File: src/rtl/video_pkg.sv
// Shared video constants: pattern mode encodings, colour palette and default resolution.
package video_pkg;

  localparam int H_DISP_DEF = 3840;
  localparam int V_DISP_DEF = 2160;

  typedef enum logic [1:0] {
    MODE_BARS = 2'd0,
    MODE_GRID = 2'd1,
    MODE_GRAD = 2'd2,
    MODE_BOX  = 2'd3
  } mode_t;

  localparam logic [23:0] C_WHITE   = 24'hFFFFFF;
  localparam logic [23:0] C_YELLOW  = 24'hFFFF00;
  localparam logic [23:0] C_CYAN    = 24'h00FFFF;
  localparam logic [23:0] C_GREEN   = 24'h00FF00;
  localparam logic [23:0] C_MAGENTA = 24'hFF00FF;
  localparam logic [23:0] C_RED     = 24'hFF0000;
  localparam logic [23:0] C_BLUE    = 24'h0000FF;
  localparam logic [23:0] C_BLACK   = 24'h000000;
  localparam logic [23:0] C_BOX_BG  = 24'h000040;

  function automatic logic [23:0] bar_colour(input logic [2:0] idx);
    logic [23:0] c;
    case (idx)
      3'd0:    c = C_WHITE;
      3'd1:    c = C_YELLOW;
      3'd2:    c = C_CYAN;
      3'd3:    c = C_GREEN;
      3'd4:    c = C_MAGENTA;
      3'd5:    c = C_RED;
      3'd6:    c = C_BLUE;
      default: c = C_BLACK;
    endcase
    return c;
  endfunction

endpackage

File: src/rtl/pattern_box_mover.sv
// Bouncing-box position: steps once per frame and reflects off the active-area edges.
module pattern_box_mover #(
  parameter int H_DISP   = 3840,
  parameter int V_DISP   = 2160,
  parameter int BOX_SIZE = 128,
  parameter int BOX_STEP = 4
) (
  input  logic        clk,
  input  logic        rst,
  input  logic        frame_start,
  output logic [12:0] box_x,
  output logic [11:0] box_y
);

  // Turning thresholds: one more step forward would push the box past the edge.
  localparam logic [12:0] X_TURN = 13'(H_DISP - BOX_SIZE - BOX_STEP);
  localparam logic [12:0] X_MAX  = 13'(H_DISP - BOX_SIZE);
  localparam logic [12:0] X_STEP = 13'(BOX_STEP);
  localparam logic [11:0] Y_TURN = 12'(V_DISP - BOX_SIZE - BOX_STEP);
  localparam logic [11:0] Y_MAX  = 12'(V_DISP - BOX_SIZE);
  localparam logic [11:0] Y_STEP = 12'(BOX_STEP);

  logic dir_x, dir_y;

  always_ff @(posedge clk or posedge rst) begin
    if (rst) begin
      box_x <= '0;
      box_y <= '0;
      dir_x <= 1'b1;
      dir_y <= 1'b1;
    end else if (frame_start) begin
      if (dir_x) begin
        if (box_x >= X_TURN) begin
          box_x <= X_MAX;
          dir_x <= 1'b0;
        end else begin
          box_x <= box_x + X_STEP;
        end
      end else if (box_x <= X_STEP) begin
        box_x <= '0;
        dir_x <= 1'b1;
      end else begin
        box_x <= box_x - X_STEP;
      end

      if (dir_y) begin
        if (box_y >= Y_TURN) begin
          box_y <= Y_MAX;
          dir_y <= 1'b0;
        end else begin
          box_y <= box_y + Y_STEP;
        end
      end else if (box_y <= Y_STEP) begin
        box_y <= '0;
        dir_y <= 1'b1;
      end else begin
        box_y <= box_y - Y_STEP;
      end
    end
  end

endmodule

File: src/rtl/video_pattern_gen.sv
// Test-pattern pixel source: own x/y counters, four patterns, pixel returned one clock
// after data_req so it lines up with the timing driver's registered data-enable.
module video_pattern_gen
  import video_pkg::*;
#(
  parameter int H_DISP     = H_DISP_DEF,
  parameter int V_DISP     = V_DISP_DEF,
  parameter int BAR_W      = 480,
  parameter int GRID_SHIFT = 7,
  parameter int BOX_SIZE   = 128,
  parameter int BOX_STEP   = 4
) (
  input  logic        pixel_clk,
  input  logic        sys_rst,
  input  logic        data_req,
  input  logic        video_vs,
  input  logic [1:0]  mode,
  output logic [23:0] pixel_data,
  output logic        frame_start,
  output logic [7:0]  frame_cnt
);

  localparam logic [12:0] BAR_LAST = 13'(BAR_W - 1);
  localparam logic [11:0] Y_LAST   = 12'(V_DISP - 1);
  localparam logic [13:0] BOX_W14  = 14'(BOX_SIZE);

  logic [12:0] x_cnt;
  logic [11:0] y_cnt;
  logic [12:0] bar_pos;
  logic [2:0]  bar_idx;
  mode_t       mode_q;
  logic        vs_d, req_d;
  logic [12:0] box_x;
  logic [11:0] box_y;
  logic        line_end, in_box;
  logic [23:0] pix_nxt;

  assign line_end = req_d & ~data_req;

  pattern_box_mover #(
    .H_DISP  (H_DISP),
    .V_DISP  (V_DISP),
    .BOX_SIZE(BOX_SIZE),
    .BOX_STEP(BOX_STEP)
  ) u_box (
    .clk        (pixel_clk),
    .rst        (sys_rst),
    .frame_start(frame_start),
    .box_x      (box_x),
    .box_y      (box_y)
  );

  // 14-bit sums so box edge + size cannot wrap at the right/bottom border.
  always_comb begin
    in_box = ({1'b0, x_cnt} >= {1'b0, box_x}) &&
             ({1'b0, x_cnt} <  ({1'b0, box_x} + BOX_W14)) &&
             ({2'b0, y_cnt} >= {2'b0, box_y}) &&
             ({2'b0, y_cnt} <  ({2'b0, box_y} + BOX_W14));
    pix_nxt = C_BLACK;
    case (mode_q)
      MODE_BARS: pix_nxt = bar_colour(bar_idx);
      MODE_GRID: pix_nxt = (x_cnt[GRID_SHIFT-1:0] == '0 || y_cnt[GRID_SHIFT-1:0] == '0)
                           ? C_WHITE : C_BLACK;
      MODE_GRAD: pix_nxt = {x_cnt[11:4], y_cnt[11:4], frame_cnt};
      default:   pix_nxt = in_box ? C_WHITE : C_BOX_BG;
    endcase
  end

  always_ff @(posedge pixel_clk or posedge sys_rst) begin
    if (sys_rst) begin
      pixel_data  <= '0;
      frame_start <= 1'b0;
      frame_cnt   <= '0;
      x_cnt       <= '0;
      y_cnt       <= '0;
      bar_pos     <= '0;
      bar_idx     <= '0;
      mode_q      <= MODE_BARS;
      vs_d        <= 1'b1;
      req_d       <= 1'b0;
    end else begin
      vs_d        <= video_vs;
      req_d       <= data_req;
      frame_start <= vs_d & ~video_vs;

      // Bar index tracked with a wrapping sub-counter instead of x_cnt / BAR_W.
      if (data_req) begin
        x_cnt <= x_cnt + 13'd1;
        if (bar_pos == BAR_LAST) begin
          bar_pos <= '0;
          if (bar_idx != 3'd7) bar_idx <= bar_idx + 3'd1;
        end else begin
          bar_pos <= bar_pos + 13'd1;
        end
      end else begin
        x_cnt   <= '0;
        bar_pos <= '0;
        bar_idx <= '0;
      end

      if (frame_start)
        y_cnt <= '0;
      else if (line_end && y_cnt < Y_LAST)
        y_cnt <= y_cnt + 12'd1;

      if (frame_start) begin
        mode_q    <= mode_t'(mode);
        frame_cnt <= frame_cnt + 8'd1;
      end

      pixel_data <= data_req ? pix_nxt : '0;
    end
  end

endmodule

File: config.mk
export PLATFORM = sky130hd
export DESIGN_NAME = video_pattern_gen
export DESIGN_NICKNAME = d
export VERILOG_FILES = /design/src/rtl/video_pkg.sv /design/src/rtl/pattern_box_mover.sv /design/src/rtl/video_pattern_gen.sv
export SDC_FILE = /design/constraint.sdc
export NUM_CORES = 1
export LEC_CHECK = 0
export ABC_CLOCK_PERIOD_IN_PS = 6300
export CELL_PAD_IN_SITES_DETAIL_PLACEMENT = 1
export CELL_PAD_IN_SITES_GLOBAL_PLACEMENT = 1
export CORE_AREA = 2 2 130 119
export CTS_BUF_LIST = sky130_fd_sc_hd__clkbuf_8
export DETAILED_ROUTE_END_ITERATION = 8
export DIE_AREA = 0 0 132 121
export GPL_TIMING_DRIVEN = 1
export PLACE_DENSITY_LB_ADDON = 0.1
export REMOVE_ABC_BUFFERS = 1
export SLEW_MARGIN = 30
export SYNTH_ARGS = -nofsm -noshare
export SYNTH_HDL_FRONTEND = slang
export SYNTH_SLANG_ARGS = --single-unit
File: constraint.sdc
create_clock -name pixel_clk -period 6.3 [get_ports pixel_clk]
set_input_delay 1.26 -clock pixel_clk [delete_from_list [all_inputs] [get_ports pixel_clk]]
set_output_delay 1.26 -clock pixel_clk [all_outputs]
set_load 0.05 [all_outputs]
==> results by group <==
Place
  • Number of port buffers: 38
  • HPWL after DPL: between 10 and 15 mm
  • Place WS: 2.85 ns
  • Placed cell areas: roughly 0.007 sq mm
  • Placed cells: 909
  • GPL Wtd Cong: 0.810

Floorplanning
  • Width of the die: 132 um
  • Ports: 39
  • Die area: around 0.016 sq mm
  • Core Footprint: ~0.015 sq mm
  • Chip Height: between 100 and 150 um
  • Initial Util: 44.2%
  • # rows: 42

GRT
  • Largest net degree at the start of global routing: 73
  • Vias in the first global route: 5,507
  • Total GRT Usage: 21.3%
  • First-pass GRT wire length: 27.5 mm
  • GRT overflow: 0
  • Initial antenna violation count: 0

Logic synthesis
  • Ys Warns: 0
  • Post-Syn Area per Cell: 9.17 sq um
  • Post-synth top area share: a little under two fifths
  • Top cell type by total area after synthesis: dfrtp_1
  • Post-synth top flop: dfrtp_1
  • Register area share after synthesis: 39.4%
  • Synth cell types: 75
  • FF+latch count, synth: slightly above 100
  • Post-synth EDFFs: 0
  • Top cells by area, synth: dfrtp_1, ha_1, nor2_1
  • Cell Area, Synth: around 0.0064 sq mm
  • Ys async rst share: 100%
  • Cells after Synth: 701

Power
  • Pint: between 1 and 1.5 mW
  • Comb power frac: approximately two fifths
  • Clock power share: 18.6%
  • Leakage power: 3.07 nW
  • Total power: between 2 and 2.5 mW
  • Power Dens Cells: between 300 and 400 mW/mm^2
  • Worst vdd ir: about 0.14 mV
  • Switching power: around 1.0 mW
  • Switching part of the total power: approximately 44%
  • Flop pwr share: 40.1%

Finish
  • Post-layout util: 49.3%
  • Final Cell Area: just over 0.007 sq mm
  • Ant diodes: 0
  • Final non-filler cell total: roughly 930
  • FF+latch area: ~0.0025 sq mm
  • Most frequent cells in the layout: dfrtp_1, nor2_1, ha_1, nand2_1, o21ai_0
  • Layout cell share with drive strength beyond 1: 6.33%
  • Area growth from synthesis to layout: 11.5%
  • Final nets: 784
  • Commonest non-fill, non-tap cell in the layout: dfrtp_1
  • Fillers: 1,699
  • Area of the multi-input gates: 0.00363 sq mm

STA
  • Fmax: 290 MHz
  • Fin. Hold Viols: 0
  • Final setup viols: 0
  • Slew @ Worst Pin: 1.01 ns
  • RSZ-0062 raised after global routing: no
  • Max-Slew Margin vs Limit: 32.1%
  • Setup ws final: between 2 and 3 ns
  • Pins Over Slew Limit: 0
  • Hold_ws: between 0.4 and 0.5 ns
  • Tmin final: 3.44 ns
  • Period utilization: 54.7%
  • Final Skew: around 0.015 ns
  • Fin Setup TNS: 0 ns

Setup path
  • Startpoint types: register
  • Crit end category: output pin
  • Worst Path Arrival: 2.18 ns
  • Crit Path Class: register to output pin
  • FF-to-FF path depth: 10
  • Crit path max fanout: between 60 and 70
  • WP data required: about 5.0 ns

CTS
  • Num CTS Buffers: 9
  • Clock Tree Root: clkbuf_8
  • Cts-stage hold buffer count: 0
  • Skew-Pair Late Insertion Delay: approximately 0.4 ns
  • Post-CTS setup buffers: 0
  • CTS tree: yes
  • CTS Sinks: 101
  • Clock transition at path regs: 0.10 ns
  • Post-CTS sizing: 0
  • CTS Buffer Depth: 2
  • H-Tree Depth: 3

Drt
  • Post-Route WL: roughly 16 mm
  • Drt via density: 5.76
  • First-pass iteration count of the detailed router: 4
  • Vias: 5,332
  • # DRC: 0
  • Initial DRC Count: 307
  • Avg WL per Cell: 17.5 um
  • Detail Route Antenna Nets: 0

Worst hold path
  • Worst hold stages: 1
  • Worst Hold Class: register to register

Flow run
  • MaxCap Viol Count: 0

Run status
  • Status: complete, no violations
[state kept, by name (all words and copies together) (netlist names)]
name	count
u_box.dir_x	1
bar_pos	13
frame_cnt	8
y_cnt	12
x_cnt	13
mode_q	2
u_box.dir_y	1
vs_d	1
pixel_data	24
req_d	1
u_box.box_x	11
bar_idx	3
u_box.box_y	10
frame_start	1
[cell families (layout without fill, tap and decap cells)]
logic type      Yosys count  after routing  share of synthesized area [%]
simple gates            261            261                           20.6
compound gates          163            163                           17.4
flops                   101            101                           39.4
buf+inv                  68             94                           4.53
fa+ha+maj                56             56                           10.9
xor+xnor                 47             47                           6.40
mux                       5              5                          0.837
[worst max-delay path, stage by stage (launching register included)]
cell             delay [ns]
dfrtp_2                0.36
buf_4                  0.51
clkdlybuf4s50_1        0.93
[worst paths after layout]
kind	startpoint	to	slack [ns]
max	frame_start	frame_start	2.86
min	bar_pos[0]	bar_pos[0]	0.49
max reg2reg	u_box.box_x[7]	pixel_data[16]	3.11
min reg2reg	bar_pos[0]	bar_pos[0]	0.49
max in group asynchronous	sys_rst	u_box.dir_x	4.04
min in group asynchronous	sys_rst	x_cnt[8]	1.36
[layer usage]
layer,up-vias,global-route usage (%),part of all wire (%),routed length (um)
met3,20,4.34,2.4,390
met2,60,37.9,50,8100
met4,0,5.57,1.3,205
met1,2674,26.5,46,7440
met5,-,0,0,0
li1,2578,-,-,-
[final cells by class]
class	instances	share of cell area, %
clock buffer	9	1.73
clock inverter	7	1.15
inverter	35	1.90
multi-input combinational	532	50.6
sequential	101	35.3
tap	198	3.45
timing repair buffer	43	5.83
[synthesized netlist by cell type (4+ instances only)]
cell type / number
dfrtp_1: 98
nor2_1: 67
ha_1: 56
nand2_1: 51
o21ai_0: 41
inv_1: 34
a21oi_1: 31
nand3_1: 29
nor3_1: 27
xnor2_1: 26
xor2_1: 21
nand4_1: 20
clkbuf_1: 19
and3_1: 16
o211ai_1: 11
o21a_1: 11
a31oi_1: 9
a311oi_1: 8
buf_2: 8
nor2b_1: 8
and2_1: 7
nor4_1: 7
or3_1: 6
o22ai_1: 5
a22o_1: 4
and4_1: 4
[power groups by stage]
stage	Combinational, mW	Clock [mW]	Sequential [mW]
4_1_cts	0.982	0.461	0.944
6_report	0.973	0.437	0.945
3_3_place_gp	0.948	0	0.950
2_1_floorplan	0.531	0	1.08
3_5_place_dp	0.977	0	0.958
5_1_grt	1.08	0.481	0.971
No activity file was read; power rests on OpenSTA's default activity.
